===== config.mk =====
export PLATFORM = sky130hd
export DESIGN_NAME = uart_rx_os16
export DESIGN_NICKNAME = d
export VERILOG_FILES = /design/src/rtl/uart_rx_os16.sv
export SDC_FILE = /design/constraint.sdc
export NUM_CORES = 1
export LEC_CHECK = 0
export CORE_UTILIZATION = 57
export CTS_CLUSTER_SIZE = 30
export DETAILED_ROUTE_END_ITERATION = 12
export GPL_ROUTABILITY_DRIVEN = 0
export MAX_ROUTING_LAYER = met4
export PLACE_DENSITY_LB_ADDON = 0.3
export SLEW_MARGIN = 0
export SYNTH_ARGS = -nofsm -noshare
export SYNTH_HDL_FRONTEND = slang
export SYNTH_SLANG_ARGS = --single-unit

===== constraint.sdc =====
create_clock -name clk -period 2.56 [get_ports clk]
set_input_delay 0.512 -clock clk [delete_from_list [all_inputs] [get_ports clk]]
set_output_delay 0.512 -clock clk [all_outputs]
set_load 0.01 [all_outputs]

===== src/rtl/uart_rx_os16.sv =====
`default_nettype none
// ============================================================================
// Module      : uart_rx_os16
// Description : UART receiver, 16x oversampling, 3-sample majority vote per
//               bit, optional parity, framing-error and break handling.
// Revision    : 1.0 - initial release
// ============================================================================
module uart_rx_os16 #(
  parameter int clk_freq   = 1000000,
  parameter int baud_rate  = 9600,
  parameter int parity_en  = 0,
  parameter int parity_odd = 0
) (
  input  logic       clk,
  input  logic       rst,
  input  logic       rx,
  output logic [7:0] rxData,
  output logic       doneRx,
  output logic       parityErr,
  output logic       frameErr,
  output logic       busy
);

  localparam int   c_div     = (clk_freq / (baud_rate * 16) > 0) ? clk_freq / (baud_rate * 16) : 1;
  localparam int   c_pw      = (c_div > 1) ? $clog2(c_div) : 1;
  localparam logic c_par_en  = (parity_en != 0);
  localparam logic c_par_odd = (parity_odd != 0);

  typedef enum logic [2:0] {
    S_IDLE   = 3'd0,
    S_START  = 3'd1,
    S_DATA   = 3'd2,
    S_PARITY = 3'd3,
    S_STOP   = 3'd4,
    S_BREAK  = 3'd5
  } state_t;

  state_t          state_q, state_d;
  logic            rx_meta_q, rx_s_q, rx_prev_q;
  logic [c_pw-1:0] pcnt_q, pcnt_d;
  logic [3:0]      scnt_q, scnt_d;
  logic [2:0]      bidx_q, bidx_d;
  logic [7:0]      shift_q, shift_d;
  logic            s7_q, s7_d, s8_q, s8_d;
  logic            pmis_q, pmis_d;
  logic [7:0]      rxdata_q, rxdata_d;
  logic            done_q, done_d;
  logic            perr_q, perr_d;
  logic            ferr_q, ferr_d;
  logic            busy_q, busy_d;

  logic            w_tick;
  logic [3:0]      w_scnt_nxt;
  logic            w_fall;
  logic            w_vote;
  logic            w_par_exp;

  // The scnt value a tick advances to is the sample index that tick stands
  // for, so index 9 lands 9 ticks after the start edge (bit centre ~8).
  assign w_tick     = (pcnt_q == c_pw'(c_div - 1));
  assign w_scnt_nxt = scnt_q + 4'd1;
  assign w_fall     = rx_prev_q & ~rx_s_q;
  assign w_vote     = (s7_q & s8_q) | (s7_q & rx_s_q) | (s8_q & rx_s_q);
  assign w_par_exp  = (^shift_q) ^ c_par_odd;

  assign rxData     = rxdata_q;
  assign doneRx     = done_q;
  assign parityErr  = perr_q;
  assign frameErr   = ferr_q;
  assign busy       = busy_q;

  // State register, synchronizer, counters and registered outputs.
  always_ff @(posedge clk or negedge rst) begin
    if (!rst) begin
      state_q   <= S_IDLE;
      rx_meta_q <= 1'b1;
      rx_s_q    <= 1'b1;
      rx_prev_q <= 1'b1;
      pcnt_q    <= '0;
      scnt_q    <= '0;
      bidx_q    <= '0;
      shift_q   <= '0;
      s7_q      <= 1'b1;
      s8_q      <= 1'b1;
      pmis_q    <= 1'b0;
      rxdata_q  <= '0;
      done_q    <= 1'b0;
      perr_q    <= 1'b0;
      ferr_q    <= 1'b0;
      busy_q    <= 1'b0;
    end else begin
      state_q   <= state_d;
      rx_meta_q <= rx;
      rx_s_q    <= rx_meta_q;
      rx_prev_q <= rx_s_q;
      pcnt_q    <= pcnt_d;
      scnt_q    <= scnt_d;
      bidx_q    <= bidx_d;
      shift_q   <= shift_d;
      s7_q      <= s7_d;
      s8_q      <= s8_d;
      pmis_q    <= pmis_d;
      rxdata_q  <= rxdata_d;
      done_q    <= done_d;
      perr_q    <= perr_d;
      ferr_q    <= ferr_d;
      busy_q    <= busy_d;
    end
  end

  // Next-state logic: bit timing, vote capture, frame sequencing and pulses.
  always_comb begin
    state_d  = state_q;
    pcnt_d   = w_tick ? '0 : pcnt_q + c_pw'(1);
    scnt_d   = w_tick ? w_scnt_nxt : scnt_q;
    bidx_d   = bidx_q;
    shift_d  = shift_q;
    s7_d     = (w_tick && w_scnt_nxt == 4'd7) ? rx_s_q : s7_q;
    s8_d     = (w_tick && w_scnt_nxt == 4'd8) ? rx_s_q : s8_q;
    pmis_d   = pmis_q;
    rxdata_d = rxdata_q;
    done_d   = 1'b0;
    perr_d   = 1'b0;
    ferr_d   = 1'b0;

    case (state_q)
      S_IDLE: begin
        if (w_fall) begin
          // Realign bit timing to the detected start edge.
          state_d = S_START;
          pcnt_d  = '0;
          scnt_d  = '0;
          bidx_d  = '0;
          pmis_d  = 1'b0;
        end
      end
      S_START: begin
        if (w_tick && w_scnt_nxt == 4'd9 && w_vote) begin
          state_d = S_IDLE;
        end else if (w_tick && w_scnt_nxt == 4'd15) begin
          state_d = S_DATA;
        end
      end
      S_DATA: begin
        if (w_tick && w_scnt_nxt == 4'd9) begin
          shift_d = {w_vote, shift_q[7:1]};
        end
        if (w_tick && w_scnt_nxt == 4'd15) begin
          if (bidx_q == 3'd7) begin
            state_d = c_par_en ? S_PARITY : S_STOP;
          end else begin
            bidx_d = bidx_q + 3'd1;
          end
        end
      end
      S_PARITY: begin
        if (w_tick && w_scnt_nxt == 4'd9) begin
          pmis_d = (w_vote != w_par_exp);
        end
        if (w_tick && w_scnt_nxt == 4'd15) begin
          state_d = S_STOP;
        end
      end
      S_STOP: begin
        // Decide at the stop-bit centre so a following start edge is seen.
        if (w_tick && w_scnt_nxt == 4'd9) begin
          if (w_vote) begin
            rxdata_d = shift_q;
            done_d   = 1'b1;
            perr_d   = pmis_q;
            state_d  = S_IDLE;
          end else begin
            ferr_d  = 1'b1;
            state_d = S_BREAK;
          end
        end
      end
      S_BREAK: begin
        // Any low sample restarts the one-tick high qualification window.
        if (!rx_s_q) begin
          pcnt_d = '0;
        end else if (w_tick) begin
          state_d = S_IDLE;
        end
      end
      default: state_d = S_IDLE;
    endcase

    busy_d = (state_d != S_IDLE);
  end

endmodule
`default_nettype wire


; ---- After elaboration in Yosys (flattened, before gate mapping)
; Cells that the tools add are included.
[classes]
addsub = 3
mul = 0
div_mod_pow = 0
magnitude_cmp = 0
n_eq_ne = 16
shifts = 0
mux = 34
bitwise = 7
n_reduce_logical = 14
[op_table]
columns = cell, count
row1 = 3-bit 2-to-1 mux, 16
row2 = 3-bit case mux with 6 select lines, 1
row3 = 3-bit equality test (second input constant), 4
row4 = 4-bit equality test (second input constant), 3
row5 = 4-bit 2-to-1 mux, 3
row6 = 3-bit case mux with 2 select lines, 2
row7 = 1-bit 2-to-1 mux, 11
row8 = 2-bit != test (second input constant), 4
row9 = 8-bit parity, 1
row10 = 3-bit by 1-bit adder with 3-bit output (second input constant), 2
row11 = 3-bit by 2-bit equality test with 1-bit output (second input constant), 2
row12 = 3-bit AND reduction, 2
row13 = 1-bit logical AND, 5
row14 = 4-bit by 1-bit adder with 4-bit output (second input constant), 1
row15 = 1-bit AND, 4
row16 = 4-bit by 3-bit equality test with 1-bit output (second input constant), 1
row17 = 4-bit AND reduction, 1
row18 = 2-bit nonzero test, 2
row19 = 3-bit by 1-bit equality test with 1-bit output (second input constant), 1
row20 = 3-bit logical NOT, 1
row21 = 3-bit nonzero test, 1
row22 = 1-bit OR, 2
row23 = 1-bit case mux with 2 select lines, 1
row24 = 2-bit AND reduction, 1
row25 = 2 further kinds, 2
[word_totals]
register_bits = 39
latchBits = 0
mem_bits_rw = 0
mem_bits_ro = 0
input_bits = 3
out_inout_bits = 12
word_cells = 90
memories = 0

; ---- Depth between registers and ports, before layout
[logic_depth]
word_depth = 7
depth_mapped = 7
depth_no_buf = 7

; ---- Least setup slack after synthesis
; Ideal clock, no wire load.
[synth_timing]
path_kind = register -> register
from = reg scnt_q[0]
to = reg busy_q (netlist: busy)
setup_time_ps = 131
arrival_ps = 1917
setup_slack_ps = 512
stages_incl_launch_ff = 7
period_less_slack_ps = 2048
cell_sequence = dfrtp_1 -> ha_1 -> xnor2_1 -> nand4_1 -> a311o_1 -> a311o_1 -> or3_1
[synth_between]
elab_chain_len = 7
word_cells_on_any_way = 13
classes_between = 1 x add/sub / 2 x eq/ne / 6 x mux / 4 x reduce/logical
[synth_lines]
columns = element, line
row1 = from (decl), 41  ; logic [3:0] scnt_q, scnt_d;
row2 = from (signal assigned), 97  ; scnt_q <= scnt_d;
row3 = 4-bit by 1-bit adder with 4-bit output *, 61  ; assign w_scnt_nxt = scnt_q + 4'd1;
row4 = 4-bit equality test (on tied branches), --
row5 = 1-bit logical AND (on tied branches), --
row6 = 3-bit 2-to-1 mux or 1-bit logical AND (tied branches), "140, 138"
row7 = 3-bit 2-to-1 mux, 138  ; if (w_tick && w_scnt_nxt == 4'd9 && w_vote) begin
row8 = 3-bit case mux with 6 select lines *, 126  ; case (state_q)
row9 = net state_d[0], 38  ; state_t state_q, state_d;
row10 = 3-bit nonzero test *, 189  ; busy_d = (state_d != S_IDLE);
row11 = net busy_d, 50  ; logic busy_q, busy_d;
row12 = to (signal assigned), 107  ; busy_q <= busy_d;
row13 = to (decl), 50
; Mark *: on every way through the listed nets, which the timed path passes. The rest lies on a longest branch.
; A chain may end at the register's enable or synchronous reset.

; ---- Worst setup path in the final report
[layout_timing]
from = reg scnt_q[1]
to = reg shift_q[3]
[layout_between]
elab_chain_len = 4
[layout_lines]
columns = element, line
row1 = 4-bit by 1-bit adder with 4-bit output, 61
row2 = 4-bit equality test, 145  ; if (w_tick && w_scnt_nxt == 4'd9) begin
row3 = 1-bit logical AND, 145
row4 = 2-bit AND reduction (no source line), --
row5 = to (signal assigned), 99  ; shift_q <= shift_d;
row6 = to (decl), 43  ; logic [7:0] shift_q, shift_d;
; No other way between the ends.

==> results_dict.tcl <==
set metrics [dict create \
    relSlewSlack_pct 44.8 \
    cts-root-buf "clkbuf_4" \
    required_ns 2.78 \
    stdcell_count 218 \
    via_count 1195 \
    hold_violations 0 \
    hold_path_class "in -> async" \
    row_count 20 \
    io_pins 15 \
    cellPowerDensity_nw_per_um2 616 \
    arrival_ns 2.50 \
    intPower_mw 0.882 \
    gr-total-overflow 0 \
    grt_pass1_wl_mm 5.22 \
    ys_types 36 \
    drtPass1Iterations 4 \
    fp.dieH_um 59.2 \
    crit_fanout 8 \
    cap_violations 0 \
    drtAntennaViolNets 0 \
    place_inst 210 \
    drc 0 \
    seq_power_share_pct 58.0 \
    fmax_ghz 0.438 \
    clockBufferDepth 2 \
    fin_nets 182 \
    setup_violations 0 \
    cts.sinks 39 \
    path_class "reg -> reg" \
    cts_buffers 5 \
    area_delta_synth_final_pct 11.8 \
    finClkSkew_ns 0.0132 \
    port_buffers 14 \
    dp_hpwl_mm 2.24 \
    cp-end-kind "flop" \
    p_comb_share_pct 19.3 \
    postCtsSetupRepairBufs 0 \
    worst_pin_slew_ns 0.828 \
    syn_inst 155 \
    seq_area_frac_synth_pct 52.7 \
    drv_slew 0 \
    start_util_pct 60.6 \
    wl_per_cell_um 13.8 \
    layout-drive-gt1-share_pct 21.8 \
    grt_pass1_vias 1201 \
    status "complete, no violations" \
    peakVddDrop_uv 333 \
    power_switching_mw 0.402 \
    netlist_area_um2 1860 \
    p_sw_share_pct 31.3 \
    clkPwrFrac_pct 22.7 \
    layout_common_cells "dfrtp_1, nand2_1, clkdlybuf4s50_1" \
    wl_mm 3.00 \
    viasPerCell 5.48 \
    final_common_cell "dfrtp_1" \
    crit_start "scnt_q[1]" \
    syn_avg_cell_area_um2 12.0 \
    cts.htree.levels 2 \
    post-route-min-period_ns 2.28 \
    holdBufCountCts 0 \
    fin_crit_sh_pct 89.2 \
    grt_setup_unrepaired "false" \
    antenna_found_initial 0 \
    finalSetupTns_ns 0 \
    core-area_um2 3080 \
    grt_util_all_layers_pct 20.6 \
    yosysWarningCount 0 \
    post_cts_resize_count 0 \
    first_iter_violations 25 \
    grt_start_max_net_pins 40 \
    die_area_um2 3500 \
    die_w_um 59.2 \
    ys_seq_elements 39 \
    clkSlewWorstSetupHoldPaths_ns 0.11 \
    synthesis.nets 164 \
    start_kind "flop" \
    power.leakage_nw 0.957 \
    diodes 0 \
    r2r_start "scnt_q[1]" \
    insertion_delay_ns 0.33 \
    tritoncts "built" \
]
-- metal layers --
layer / GRT usage (%) / wire [um] / vias to the layer above
met5: - / 0 / -
met2: 35.0 / 1530 / 26
met4: 5.44 / 12 / 0
met3: 4.59 / 105 / 2
li1: - / - / 575
met1: 24.6 / 1350 / 592
-- cell families after synthesis --
family | count (synthesis) | share of synthesized area [%]
AO/OA/AOI/OAI | 15 | 5.17
XOR/XNOR | 13 | 6.51
adder cells (fa/ha/maj) | 7 | 4.76
buffers and inverters | 11 | 2.89
flip-flops | 39 | 52.7
multiplexers | 20 | 13.6
AND/OR/NAND/NOR | 50 | 14.4
-- cell type report --
| class | instances | area [um2] |
|---|---|---|
| clock buffers | 7 | 45.0 |
| fillers | 232 | 993 |
| clock inverters | 1 | 5.00 |
| flip-flops and latches | 39 | 982 |
| inverters | 7 | 26.3 |
| repair buffers | 15 | 143 |
| multi-input cells | 105 | 828 |
| well taps | 44 | 55.1 |
-- power groups by stage --
stage / combinational [mW] / clock [mW] / sequential (mW)
3_5_place_dp: 0.252 / 0 / 0.754
6_report: 0.248 / 0.292 / 0.744
2_1_floorplan: 0.202 / 0 / 0.737
4_1_cts: 0.253 / 0.303 / 0.743
3_3_place_gp: 0.236 / 0 / 0.743
5_1_grt: 0.285 / 0.326 / 0.752
-- flip-flops by register name, summed over array words and instances (netlist names) --
signal	flops
frameErr	1
s7_q	1
pcnt_q	3
rx_prev_q	1
rxData	8
doneRx	1
rx_s_q	1
scnt_q	4
parityErr	1
bidx_q	3
pmis_q	1
busy	1
rx_meta_q	1
s8_q	1
state_q	3
shift_q	8
-- Yosys cell counts (all sizes together) --
master	number	share of area, %
or3	3	1.0
nor3	3	0.81
nand2	14	2.8
and3b	1	0.47
xnor2	9	4.2
mux2	19	13
a21oi	5	1.3
nand3	5	1.9
xor2	4	2.3
dfrtp	34	46
nor4	2	1.0
dfstp	5	7.0
maj3	1	0.74
a21o	2	0.81
clkbuf	1	0.20
nand4	3	1.0
nor3b	1	0.40
ha	6	4.0
inv	7	1.4
or3b	1	0.47
mux2i	1	0.54
a211oi	1	0.40
o2bb2ai	1	0.47
o21ai	4	1.1
a311o	2	1.1
nand3b	2	0.81
nor4b	1	0.47
or4	2	0.81
buf	3	1.3
nor2	12	2.4
-- worst max-delay path, stage by stage (launching register included) --
cell and delay [ns]:
dfrtp_1 0.47, ha_1 0.26, xnor2_1 0.25, nand3_1 0.14
or4_1 0.68, mux2_4 0.38
-- worst paths after layout --
check | to | cells past startpoint | slack [ns]
worst max-delay path | shift_q[3] | 5 | 0.28
worst min-delay path | bidx_q[2] | 1 | 0.26
worst max register to register | shift_q[3] | 5 | 0.28
worst min register to register | rx_s_q | 0 | 0.37
max in group asynchronous | scnt_q[1] | 1 | 1.77
min in group clk | rx_s_q | 0 | 0.37
-- metrics by stage --
step	power (mW)	worst slack, ns	hold slack, ns	instance area, um2	util, %
2_1_floorplan	0.939	0.512	0.216	1860	-
3_3_place_gp	0.979	0.346	0.348	2030	66.1
3_5_place_dp	1.01	0.277	0.351	2030	66.1
4_1_cts	1.30	0.274	0.284	2080	67.7
5_1_grt	1.36	0.184	0.323	2080	67.7
6_report	1.28	0.278	0.265	2080	67.7
Note: power is estimated with default switching activity, not from simulation.
